==> src/rtl/pipe_pkg.sv <==
// Shared types and defaults for the two-entry skid pipeline stage.
package pipe_pkg;

  localparam int DEF_DATA_W = 16;
  localparam int DEF_CTRL_W = 9;

  typedef enum logic [1:0] {
    EMPTY = 2'd0,
    ONE   = 2'd1,
    FULL  = 2'd2
  } pipe_state_e;

  function automatic logic [1:0] occ_of(input pipe_state_e st);
    case (st)
      EMPTY:   occ_of = 2'd0;
      ONE:     occ_of = 2'd1;
      FULL:    occ_of = 2'd2;
      default: occ_of = 2'd0;
    endcase
  endfunction

endpackage

==> src/rtl/pipe_en_reg.sv <==
// Width-parametrised register with load enable and synchronous clear.
module pipe_en_reg #(
  parameter int W = 25
) (
  input  logic         clk,
  input  logic         reset,
  input  logic         en,
  input  logic [W-1:0] d,
  output logic [W-1:0] q
);

  logic [W-1:0] q_r;

  // storage: clear on reset, load on enable, otherwise hold
  always_ff @(posedge clk) begin
    if (reset) begin
      q_r <= {W{1'b0}};
    end else if (en) begin
      q_r <= d;
    end else begin
      q_r <= q_r;
    end
  end

  assign q = q_r;

endmodule

==> src/rtl/pipe_stage.sv <==
// Two-entry (main + skid) pipeline stage with valid/ready handshakes,
// flush bubble insertion and control gating on empty output.
module pipe_stage
  import pipe_pkg::*;
#(
  parameter int DATA_W = DEF_DATA_W,
  parameter int CTRL_W = DEF_CTRL_W
) (
  input  logic              clk,
  input  logic              reset,
  input  logic              flush,
  input  logic              in_valid,
  output logic              in_ready,
  input  logic [DATA_W-1:0] in_data,
  input  logic [CTRL_W-1:0] in_ctrl,
  output logic              out_valid,
  input  logic              out_ready,
  output logic [DATA_W-1:0] out_data,
  output logic [CTRL_W-1:0] out_ctrl,
  output logic [1:0]        occupancy
);

  localparam int ENTRY_W = DATA_W + CTRL_W;

  pipe_state_e        state_r;
  pipe_state_e        state_nxt_s;
  logic               accept_s;
  logic               emit_s;
  logic               main_en_s;
  logic               skid_en_s;
  logic               main_sel_skid_s;
  logic [ENTRY_W-1:0] in_entry_s;
  logic [ENTRY_W-1:0] main_d_s;
  logic [ENTRY_W-1:0] main_q_s;
  logic [ENTRY_W-1:0] skid_q_s;

  // Handshake signals depend only on registered state (and reset), never on out_ready.
  assign in_ready  = (state_r != FULL) && !reset;
  assign out_valid = (state_r != EMPTY);
  assign occupancy = occ_of(state_r);
  assign accept_s  = in_valid && in_ready;
  assign emit_s    = out_valid && out_ready;

  assign in_entry_s = {in_ctrl, in_data};
  assign main_d_s   = main_sel_skid_s ? skid_q_s : in_entry_s;

  // A bubble must never carry write enables downstream.
  assign out_data = main_q_s[DATA_W-1:0];
  assign out_ctrl = out_valid ? main_q_s[ENTRY_W-1:DATA_W] : {CTRL_W{1'b0}};

  // state register
  always_ff @(posedge clk) begin
    if (reset) begin
      state_r <= EMPTY;
    end else begin
      state_r <= state_nxt_s;
    end
  end

  // next-state and register load selection; flush overrides any handshake
  always_comb begin
    state_nxt_s     = state_r;
    main_en_s       = 1'b0;
    skid_en_s       = 1'b0;
    main_sel_skid_s = 1'b0;
    if (flush) begin
      state_nxt_s = EMPTY;
    end else begin
      case (state_r)
        EMPTY: begin
          if (accept_s) begin
            state_nxt_s = ONE;
            main_en_s   = 1'b1;
          end else begin
            state_nxt_s = EMPTY;
          end
        end
        ONE: begin
          case ({accept_s, emit_s})
            2'b11: begin
              state_nxt_s = ONE;
              main_en_s   = 1'b1;
            end
            2'b10: begin
              state_nxt_s = FULL;
              skid_en_s   = 1'b1;
            end
            2'b01: begin
              state_nxt_s = EMPTY;
            end
            default: begin
              state_nxt_s = ONE;
            end
          endcase
        end
        FULL: begin
          if (emit_s) begin
            state_nxt_s     = ONE;
            main_en_s       = 1'b1;
            main_sel_skid_s = 1'b1;
          end else begin
            state_nxt_s = FULL;
          end
        end
        default: begin
          state_nxt_s = EMPTY;
        end
      endcase
    end
  end

  pipe_en_reg #(.W(ENTRY_W)) u_main (
    .clk   (clk),
    .reset (reset),
    .en    (main_en_s),
    .d     (main_d_s),
    .q     (main_q_s)
  );

  pipe_en_reg #(.W(ENTRY_W)) u_skid (
    .clk   (clk),
    .reset (reset),
    .en    (skid_en_s),
    .d     (in_entry_s),
    .q     (skid_q_s)
  );

endmodule

==> config.mk <==
export PLATFORM = sky130hd
export DESIGN_NAME = pipe_stage
export DESIGN_NICKNAME = d
export VERILOG_FILES = /design/src/rtl/pipe_pkg.sv /design/src/rtl/pipe_en_reg.sv /design/src/rtl/pipe_stage.sv
export SDC_FILE = /design/constraint.sdc
export NUM_CORES = 1
export LEC_CHECK = 0
export ABC_CLOCK_PERIOD_IN_PS = 3500
export CAP_MARGIN = 40
export CORE_MARGIN = 10
export CORE_UTILIZATION = 53
export CTS_CLUSTER_DIAMETER = 80
export DETAILED_ROUTE_END_ITERATION = 6
export GPL_ROUTABILITY_DRIVEN = 1
export PLACE_DENSITY_LB_ADDON = 0.25
export SLEW_MARGIN = 30
export SYNTH_ARGS = -nofsm -noshare
export SYNTH_HDL_FRONTEND = slang
export SYNTH_HIERARCHICAL = 1
export SYNTH_SLANG_ARGS = --single-unit
==> constraint.sdc <==
create_clock -name clk -period 3.5 [get_ports clk]
set_clock_uncertainty 0.05 [all_clocks]
set_input_delay 0.35 -clock clk [delete_from_list [all_inputs] [get_ports clk]]
set_output_delay 0.35 -clock clk [all_outputs]
set_load 0.005 [all_outputs]
# [Word level (Yosys, flattened, before mapping)]
# Cells that the tools add are included.
[word_totals] reg_bits=52 out_inout_bits=29 elab_cells=33
[classes] eq_ne=6 muxes=17 n_reduce_logical=7
[ops] operator="25-bit 2-to-1 mux" count=1
[ops] operator="1-bit 2-to-1 mux" count=10
[ops] operator="9-bit 2-to-1 mux" count=1
[ops] operator="2-bit case mux with 2 select lines" count=2
[ops] operator="2-bit == test, second input constant" count=3
[ops] operator="2-bit case mux with 3 select lines" count=1
[ops] operator="2-bit by 1-bit == test with 1-bit output, second input constant" count=2
[ops] operator="1-bit logical AND" count=3
[ops] operator="1-bit case mux with 3 select lines" count=1
[ops] operator="2-bit zero test" count=1
[ops] operator="2-bit 2-to-1 mux" count=1
[ops] operator="2-bit != test, second input constant" count=1
[ops] operator="2-bit nonzero test" count=1
[ops] operator="2-bit OR reduction" count=1
[ops] operator="1-bit zero test" count=1

# [Longest topological paths before layout]
# Gate-level depths: netlist (run 1).
[depth] depth_word=7 ltp_mapped=10 depth_no_buf=7

# [Modules after synthesis]
# The synthesis (run 1) kept the hierarchy.
[modules_own_cells] mod="pipe_en_reg" n_inst=2 cells_each=81 area_per_inst_um2=909.6
[modules_own_cells] mod="pipe_stage" n_inst=1 cells_each=61 area_per_inst_um2=569.3

# [Worst setup path before layout (run 1)]
# No wires, ideal clock.
[synth_path] path_kind="register to register" startpoint="register state_r[0]" endpoint="register u_skid.q_r[10], in the netlist u_skid/q[10]" t_arrival_ps=1722 t_required_ps=3333 setup_slack_ps=1611 path_stages_with_launch=11 period_less_slack_ps=1889 cell_sequence="dfxtp_1 nor2_1 clkbuf_1 nor2_1 inv_1 ha_1 and3b_1 buf_6 buf_12 mux2i_1 nor2_1"
[synth_via] elab_chain_len=7
[synth_rtl] item="start, declared" line_no="pipe_stage.sv:25" text="pipe_state_e state_r;"
[synth_rtl] item="start signal, assigned" line_no="pipe_stage.sv:56" text="state_r <= state_nxt_s;"
[synth_rtl] item="2-bit != test" line_no="pipe_stage.sv:38" text="assign in_ready = (state_r != FULL) && !reset;"
[synth_rtl] item="1-bit logical AND" line_no="pipe_stage.sv:38"
[synth_rtl] item="1-bit logical AND" line_no="pipe_stage.sv:41" text="assign accept_s = in_valid && in_ready;"
[synth_rtl] item="2-bit == test" line_no="pipe_stage.sv:79" text="case ({accept_s, emit_s})"
[synth_rtl] item="1-bit 2-to-1 mux" line_no="pipe_stage.sv:79"
[synth_rtl] item="1-bit 2-to-1 mux (*)" line_no="pipe_stage.sv:69" text="case (state_r)"
[synth_rtl] item="1-bit 2-to-1 mux (*)" line_no="pipe_stage.sv:66" text="if (flush) begin"
[synth_rtl] item="via skid_en_s" line_no="pipe_stage.sv:30" text="logic skid_en_s;"
[synth_rtl] item="end signal, assigned" line_no="pipe_en_reg.sv:17" text="q_r <= {W{1'b0}};"
[synth_rtl] item="end signal, assigned" line_no="pipe_en_reg.sv:21" text="q_r <= q_r;"
[synth_rtl] item="end, declared" line_no="pipe_en_reg.sv:12" text="logic [W-1:0] q_r;"
# Mark *: on every way through the listed nets, which the timed path passes. The rest lies on a longest branch.
# A chain may end at the register's enable or synchronous reset.

# [Worst setup path after layout (run 1)]
[layout_path] startpoint="register state_r[0]" endpoint="output out_ctrl[2]"
[layout_via] elab_chain_len=2
[layout_rtl] item="2-bit nonzero test" line_no="pipe_stage.sv:39" text="assign out_valid = (state_r != EMPTY);"
[layout_rtl] item="9-bit 2-to-1 mux" line_no="pipe_stage.sv:49" text="assign out_ctrl = out_valid ? main_q_s[ENTRY_W-1:DATA_W] : {CTRL_W{1'b0}};"
[layout_rtl] item="end, declared" line_no="pipe_stage.sv:19" text="output logic [CTRL_W-1:0] out_ctrl,"
# Every way passes these cells.

==> results of run 1 <==
## layer usage
layer	GRT usage [%]	part of all wire (%)
met5	0	0
met4	3.91	1.1
met3	5.24	7.2
met2	21.0	45
met1	15.2	46
## worst max-delay path, stage by stage (launching register included)
cell and delay [ns]:
dfxtp_1 0.45, nor2_1 0.14, buf_2 0.20, nor2b_1 0.17, clkdlybuf4s50_1 0.54
## state kept, by name, indices dropped and copies added (netlist names)
signal	count
u_main/q	25
u_skid/q	25
state_r	2
## power by group through the flow
stage               Clock [mW]  Combinational [mW]  Sequential, mW
detailed placement           0               0.134           0.628
global route             0.463               0.146           0.617
CTS                      0.439               0.135           0.614
floorplan                    0              0.0717           0.627
finish                   0.427               0.134           0.614
global placement             0               0.134           0.627
## final cells by class
cell class / instances / share of cell area, %
clock buffer: 6 / 2.71
clock inverter: 2 / 1.28
inverter: 3 / 0.370
tap: 52 / 2.14
sequential: 52 / 34.2
multi-input combinational: 153 / 39.0
timing repair buffer: 64 / 20.3
## Yosys cell counts
library cell | number | area (um^2)
a2111oi_0 | 1 | 8.76
a22o_1 | 1 | 8.76
a22oi_1 | 1 | 7.51
and3b_1 | 1 | 8.76
buf_1 | 2 | 7.51
buf_12 | 4 | 80.1
buf_2 | 4 | 20.0
buf_6 | 4 | 45.0
clkbuf_1 | 1 | 3.75
dfxtp_1 | 52 | 1040
ha_1 | 3 | 37.5
inv_1 | 3 | 11.3
mux2_2 | 25 | 282
mux2i_1 | 50 | 500
nand2b_1 | 2 | 12.5
nor2_1 | 54 | 203
nor2b_1 | 11 | 68.8
nor2b_4 | 1 | 13.8
nor3_1 | 2 | 10.0
nor3b_4 | 1 | 18.8
## metrics by stage
stage               std cells  hold WS, ns
global route              332        0.461
CTS                       331        0.449
finish                    332        0.439
detailed placement        323        0.427
global placement          323        0.416
floorplan                 223        0.377
## kinds of logic after synthesis
group                    after synthesis
multiplexers                          75
AND/OR/NAND/NOR                       72
flip-flops                            52
buffers and inverters                 18
AO/OA/AOI/OAI                          3
adder cells (fa/ha/maj)                3
## final timing paths
path,endpoint,cells after the start
setup reg to reg,u_skid/q[20],8
hold reg to reg,u_main/q[24],2
hold / removal,u_main/q[24],2
setup / recovery,out_ctrl[2],4
==> summary.md, run 1 <==
| Metric | Value |
|---|---|
| Status | finished, final reports clean |
| Vias per inst | 4.97 |
| Adder-cell share of the synthesized area | under 10% |
| DR DRC count | 0 |
| Post-synthesis sequential area ratio | a little over two fifths |
| Total gr overflow | 0 |
| CTS tree | done |
| Post-layout util | 69.9% |
| Total CTS buffers | 5 |
| Clock share of power | 36.4% |
| Largest family of logic cells by synthesized area | multiplexers |
| Fmax | 0.457 GHz |
| Number of instances in the synthesized netlist | 223 |
| Gp weighted congestion | around 0.74 |
| Die area | around 7600 um^2 |
| NetSw | 0.254 mW |
| Post-DP HPWL | 3.34 mm |
| Largest net degree at the start of global routing | 54 |
| Commonest non-fill, non-tap cell in the layout | clkdlybuf4s50_1 |
| First-pass GRT wire length | roughly 8.1 mm |
| Hold-fix buffers, CTS | 0 |
| Synth Area in XOR/XNOR | 0% |
| Relative slew slack | about 64% |
| Slew @ Worst Pin | between 0.5 and 0.6 ns |
| Commonest non-fill, non-tap cells in the layout | clkdlybuf4s50_1 (57), nor2_1 (54), dfxtp_1 (52) |
| Final hold viol count | 0 |
| R2R setup slack | 1.51 ns |
| Design area | 3040 um^2 |
| Power share of the sequential group | a little over half |
| Internal power | 0.921 mW |
| Starting Density | 54.9% |
| Post-CTS setup buffer count | 0 |
| Final period utilization | ~63% |
| Total Wirelength | 4.80 mm |
| Post-synth cell types | 20 |
| Max_cap viols | 0 |
| Footprint of the multi-input gates | 1180 um^2 |
| Leakage | 1.09 nW |
| # diodes | 0 |
| Yosys warnings | 6 |
| Fillcell total | approximately 340 |
| Pins Over Slew Limit | 0 |
| CP required | between 3 and 4 ns |
| DR iter-0 viols | 118 |
| Clock sink count | 52 |
| Pre-CTS setup slack | 1.07 ns |
| Part of the power in combinational logic | 11.4% |
| Average size of a mapped cell | about 11 um^2 |
| Final setup vio count | 0 |
| Setup WS post-layout | 1.31 ns |
| Sw Share | 21.6% |
| Area of the mapped netlist | about 2400 um^2 |
| Crit path time final | approximately 2.2 ns |
| Total power | 1.18 mW |
| Clock Path Buffers | 2 |
| Critical path fanouts, max | 8 |
| RSZ-0062 raised after global routing | false |
| Setup CP Type | flip-flop to output pin |
| Syn-to-layout area delta | 27.3% |
| ANT nets after route | 0 |
| # rows | 24 |
| Worst setup EP type | output pin |
| Cell Area, Placed | between 2000 and 3000 um^2 |
| Simple-gate portion of the synthesized area | 14.0% |
| FF/Latch Area | 1040 um^2 |
| CTS HTree Levels | 2 |
| Worst hold path type | flip-flop to flip-flop |
| Mux share of post-synthesis cell area | between 30 and 40% |
| Post-cts resize count | 0 |
| Setup TNS Final | 0 ns |
| FF+latch count, synth | 52 |
| Die Span X | 87.1 um |
| Synth Area in Compound Gates | 1.05% |
| Vias in the first global route | between 1500 and 2000 |
| Routed len/inst | 14.5 um |
| CP Launch Type | flip-flop |
| PwrDens | 386 nW/um^2 |
| Core Region | 4350 um^2 |
| Setup crit start | state_r[0] |
| Worst hold start | u_main/q[24] |
| Net Count, Synth | 256 |
| CP arrival | between 1.5 and 2 ns |
| Total global-route track usage | 12.9% |
| Via Count | 1649 |
| Initial antenna violation count | 0 |
| Layout cells sized above 1 | 15.4% |
| Crit Reg-Reg Startpoint | state_r[0] |
| Overall die height | 87.1 um |
| Clk slew on worst S/H paths | 0.08 ns |
| Max VDD drop | 0.000207 V |
| Drt pass-1 iters | 4 |
| Nets | 312 |
| I/O Buffers | 58 |
| Worst-skew pair later-pin latency | 0.30 ns |
| I/O Pins | 59 |
| Root buffer cell | clkbuf_8 |
(Power assumes the default switching activity.)
==> run 2, diff against run 1 <==
Settings changed: ABC_CLOCK_PERIOD_IN_PS 3500 to 1930, CORE_UTILIZATION 53 to 44.
Clock period 3.5 ns to 1.93 ns, I/O delays scaled along.
==> run 2 against run 1 <==
Effect of this change: cell count up 7.8%; global-route usage down 1.1 points; register-to-register slack worse by 1.4 ns; sequential power up 81%; critical path type is now input pin to flip-flop; critical endpoint is now u_main/q[12]; largest cell class unchanged; highest routed layer unchanged.
==> summary.md, run 2 (synthesis results as in run 1) <==
| Metric | Value |
|---|---|
| Root buffer cell | clkbuf_8 |
| R2R setup slack | approximately 0.07 ns |
| # placed instances | 346 |
| Drt pass-1 iters | 4 |
| Final hold viol count | 0 |
| Post-DP HPWL | approximately 3.6 mm |
| Clk slew on worst S/H paths | around 0.09 ns |
| Max_cap viols | 0 |
| Worst hold path type | input pin to flip-flop |
| Crit Reg-Reg Startpoint | state_r[1] |
| Final period utilization | 96.3% |
| CTS HTree Levels | 2 |
| # diodes | 0 |
| Reg2reg path depth | 9 |
| Crit path time final | 1.86 ns |
| Cell Area, Placed | 3010 um^2 |
| Relative slew slack | 64.7% |
| Starting Density | 46.2% |
| Initial antenna violation count | 0 |
| Leakage | 1.14 nW |
| Total power | 2.02 mW |
| ANT nets after route | 0 |
| # rows | 26 |
| Post-layout util | 61.5% |
| Hold-fix buffers, CTS | 0 |
| Final setup vio count | 0 |
| Commonest non-fill, non-tap cells in the layout | clkdlybuf4s50_1 (57), nor2_1 (52), mux2i_1 (50), dfxtp_1 (50), mux2_2 (25) |
| Fmax | between 0.5 and 0.6 GHz |
| PwrDens | 634 nW/um^2 |
| Slew @ Worst Pin | 0.530 ns |
| Total gr overflow | 0 |
| Final Non-Filler Cells | 358 |
| First-pass GRT wire length | 8.36 mm |
| Syn-to-layout area delta | 33.2% |
| Total global-route track usage | between 10% and 20% |
| Core Region | 5170 um^2 |
| Nets | 320 |
| Worst hold start | reset |
| Largest net degree at the start of global routing | 54 |
| Layout cells sized above 1 | ~20% |
| I/O Buffers | 58 |
| Worst-skew pair later-pin latency | 0.30 ns |
| CTS tree | done |
| Die Span X | 93.7 um |
| I/O Pins | 59 |
| Status | finished, final reports clean |
| Clock sink count | between 50 and 60 |
| Die area | around 8800 um^2 |
| DR iter-0 viols | 61 |
| CP required | 2.05 ns |
| Via Count | ~1700 |
| CP Launch Type | input pin |
| Commonest non-fill, non-tap cell in the layout | clkdlybuf4s50_1 |
| CP arrival | 1.98 ns |
| Hold Path End | u_main/q[1] |
| Hold_ws | between 0.4 and 0.5 ns |
| Routed len/inst | 14.9 um |
| DR DRC count | 0 |
| Clock Path Buffers | 2 |
| Gp weighted congestion | 0.825 |
| Max VDD drop | 0.000421 V |
| Vias per inst | 4.74 |
| Pins Over Slew Limit | 0 |
| Design area | 3180 um^2 |
| Setup CP Type | input pin to flip-flop |
| Total CTS buffers | 5 |
| Critical path fanouts, max | 9 |
| Worst setup EP type | flip-flop |
| Overall die height | 93.7 um |
| R2R Path End | u_main/q[12] |
| Vias in the first global route | 1737 |
| Total Wirelength | ~5.3 mm |
| Hold path cells | 3 |
-- run 2: worst max path at each step --
| stage | startpoint | end | slack (ns) | cells after the start |
|---|---|---|---|---|
| 2_1_floorplan | state_r[0] | u_skid/q[10] | 0.04 | 10 |
| 3_3_place_gp | out_ready | u_main/q[24] | -0.07 | 9 |
| 3_5_place_dp | out_ready | u_main/q[12] | -0.17 | 9 |
| 4_1_cts | state_r[0] | out_ctrl[5] | 0.002 | 4 |
| 5_1_grt | out_ready | u_main/q[12] | -0.03 | 10 |
| 6_report | out_ready | u_main/q[12] | 0.07 | 10 |
-- run 2: area by class of cell --
cell class / instances / area, um^2
timing repair buffer: 72 / 743
fill: 446 / 1990
tap: 70 / 87.6
inverter: 3 / 11.3
clock buffer: 6 / 82.6
sequential: 52 / 1050
clock inverter: 2 / 10.0
multi-input combinational: 153 / 1200
-- run 2: critical path: stages --
cell             delay, ns
clkdlybuf4s50_1       0.48
inv_1                 0.09
nor2_1                0.16
ha_1                  0.20
nor2b_2               0.06
nor3_4                0.22
buf_4                 0.16
buf_12                0.14
mux2i_1               0.21
nor2_1                0.07
-- run 2: what timing repair did --
item	in CTS	in global routing
gates cloned	0	1
pin swaps	0	1
buffers inserted	0	3
endpoints found under the setup margin	9	28
hold endpoints to repair	0	0
gates resized for setup	1	8
-- run 2: report_power, final --
part           switching [mW]  internal (mW)  leakage [nW]
clock                   0.349          0.287        0.0510
combinational           0.103          0.163         0.666
sequential             0.0146           1.10         0.422
-- run 2: metal layers --
metal	global-route usage [%]	wire length, um	up-vias
li1	-	-	878
met1	14.1	2440	769
met2	18.1	2350	42
met3	5.84	479	7
met4	3.42	55	0
met5	0	0	-
-- run 2: per-stage QoR --
| step | setup slack, ns | TNS [ns] |
|---|---|---|
| global route | -0.0256 | -0.0256 |
| global placement | -0.0701 | -2.48 |
| CTS | 0.00184 | 0 |
| floorplan | 0.0409 | 0 |
| detailed placement | -0.165 | -5.35 |
| finish | 0.0706 | 0 |
==> run 3, diff against run 2 <==
Settings changed: ABC_CLOCK_PERIOD_IN_PS 1930 to 1900, CORE_UTILIZATION 44 to 49.
Clock period 1.93 ns to 1.9 ns, I/O delays scaled along.
==> run 3 against run 2 <==
Effect of this change: non-clock buffer count is 3 lower; highest routed layer unchanged; first-iteration DRC count increased by 25%; largest cell class unchanged; core utilization rose by 5.5 points; clock power rose by 22%; combinational power decreased by 4%; power grew 7.4%.
==> summary.md, run 3 (synthesis results as in run 1) <==
| Metric | Value |
|---|---|
| GR Util met1 | 14.8% |
| Initial antenna violation count | 0 |
| CP required | 1.66 ns |
| Part of the power in combinational logic | 11.9% |
| CP endpoint | out_ctrl[3] |
| Critical path fanouts, max | 7 |
| Design area | 3160 um^2 |
| # placed instances | 344 |
| Worst-skew pair later-pin latency | 0.31 ns |
| Total global-route track usage | roughly an eighth |
| Clock Path Buffers | 2 |
| Pins Over Slew Limit | 0 |
| Die Span X | 89.8 um |
| Fmax | between 0.5 and 0.6 GHz |
| Total CTS buffers | 5 |
| Final hold viol count | 0 |
| Hold-fix buffers, CTS | 0 |
| Final Non-Filler Cells | 352 |
| Setup crit start | state_r[0] |
| Relative slew slack | 64.9% |
| Slew @ Worst Pin | 0.527 ns |
| CP Launch Type | flip-flop |
| Setup TNS Final | 0 ns |
| CP Buf/Inv Count | 2 |
| PwrDens | 684 nW/um^2 |
| Status | finished, final reports clean |
| Reg2reg path depth | 8 |
| Crit-path cells | nor2_4 -> buf_4 -> nor2b_1 -> clkdlybuf4s50_1 |
| R2R Path End | u_main/q[21] |
| Commonest non-fill, non-tap cell in the layout | clkdlybuf4s50_1 |
| NetSw | 0.494 mW |
| R2R setup slack | a little under 0.1 ns |
| ANT nets after route | 0 |
| Crit Reg-Reg Startpoint | state_r[1] |
| Number of cells on the critical path | 4 |
| GRT met2 Usage | 19.7% |
| Syn-to-layout area delta | 32.5% |
| CTS tree | done |
| Sw Share | a little under a quarter |
| I/O Pins | 59 |
| Gp weighted congestion | 0.785 |
| Clock sink count | 52 |
| Setup CP Type | flip-flop to output pin |
| Root buffer cell | clkbuf_8 |
| Clk slew on worst S/H paths | 0.09 ns |
| # rows | 25 |
| # diodes | 0 |
| Slowest-stage cell, CP | clkdlybuf4s50_1 |
| Via Count | 1711 |
| Vias per inst | 4.86 |
| Leakage | approximately 1.1 nW |
| Core Region | 4720 um^2 |
| Power share of the sequential group | 52.3% |
| Starting Density | 50.6% |
| Post-DP HPWL | 3.45 mm |
| Overall die height | 89.8 um |
| Crit path time final | between 1.5 and 2 ns |
| CP arrival | around 1.6 ns |
| Clock share of power | between 30% and 40% |
| Post-cts resize count | 3 |
| DR iter-0 viols | 76 |
| First-pass GRT wire length | 8.44 mm |
| Commonest non-fill, non-tap cells in the layout | clkdlybuf4s50_1 (57), nor2_1 (52), mux2i_1 (50), dfxtp_1 (50), mux2_2 (25) |
| Layout cells sized above 1 | between 10% and 20% |
| CTS HTree Levels | 2 |
| Die area | around 8100 um^2 |
| Final setup vio count | 0 |
| Most Crowded Layer GR | met2 |
| Nets | 317 |
| I/O Buffers | 58 |
| Met3 usage | 4.82% |
| Crit-path leading delay family | buffers and inverters |
| Max_cap viols | 0 |
| Routed len/inst | 14.3 um |
| Worst setup EP type | output pin |
| Max VDD drop | 0.000295 V |
| Post-CTS setup buffer count | 0 |
| Crit-path max cell delay | just over 0.5 ns |
| Worst hold start | reset |
| Cell Area, Placed | 3030 um^2 |
| Total Wirelength | 5.03 mm |
| DR DRC count | 0 |
| Final period utilization | 94.9% |
| Vias in the first global route | 1766 |
| Drt pass-1 iters | 4 |
| Internal power | roughly 1.7 mW |
| Total gr overflow | 0 |
| Largest net degree at the start of global routing | 54 |
| Worst hold path type | input pin to flip-flop |
[run 3: cell count changes in the layout (fill, tap and decap cells not counted), sizes merged]
cell / change
buf: -2
bufinv: +1
clkbuf: -2
clkinv: -2
clkinvlp: +1
inv: +1
[run 3: worst min path at each step]
| stage | to | slack [ns] | cells after the start |
|---|---|---|---|
| 4_1_cts | state_r[0] | 0.33 | 4 |
| 2_1_floorplan | state_r[1] | 0.22 | 1 |
| 3_5_place_dp | u_skid/q[10] | 0.43 | 2 |
| 5_1_grt | state_r[0] | 0.38 | 4 |
| 3_3_place_gp | u_main/q[23] | 0.41 | 2 |
| 6_report | state_r[0] | 0.37 | 4 |
[run 3: through the flow]
step / util [%] / hold WS, ns / power [mW] / setup slack [ns]
after floorplan: - / 0.217 / 1.29 / 0.0109
after global placement: 64.2 / 0.415 / 1.41 / -0.0973
after detailed placement: 64.2 / 0.428 / 1.42 / -0.131
after CTS: 66.8 / 0.332 / 2.19 / 0.00792
after global routing: 67.0 / 0.385 / 2.26 / -0.00511
final: 67.0 / 0.373 / 2.16 / 0.0964
[run 3: final cells by class]
cell class                 count  area [um^2]
tap                           67         83.8
sequential                    52         1050
clock buffer                   5         68.8
fill                         397         1560
clock inverter                 3         46.3
multi-input combinational    153         1200
inverter                       3         11.3
timing repair buffer          69          712
[run 3: layer usage]
| layer | vias up | routed length [um] |
|---|---|---|
| li1 | 870 | - |
| met1 | 796 | 2320 |
| met3 | 4 | 276 |
| met2 | 41 | 2390 |
| met5 | - | 0 |
| met4 | 0 | 41 |
[run 3: worst register-to-register path: stages (launching register included)]
cell,delay [ns]
dfxtp_2,0.36
nor2b_4,0.15
nor2_2,0.16
ha_1,0.17
nor2b_1,0.05
nor3_2,0.21
buf_4,0.25
mux2i_1,0.22
nor2_1,0.06
[run 3: power by group through the flow]
stage / clock network, mW / logic [mW] / registers [mW]
floorplan: 0 / 0.132 / 1.16
global placement: 0 / 0.256 / 1.16
detailed placement: 0 / 0.258 / 1.16
CTS: 0.795 / 0.260 / 1.13
global route: 0.843 / 0.280 / 1.14
finish: 0.776 / 0.257 / 1.13
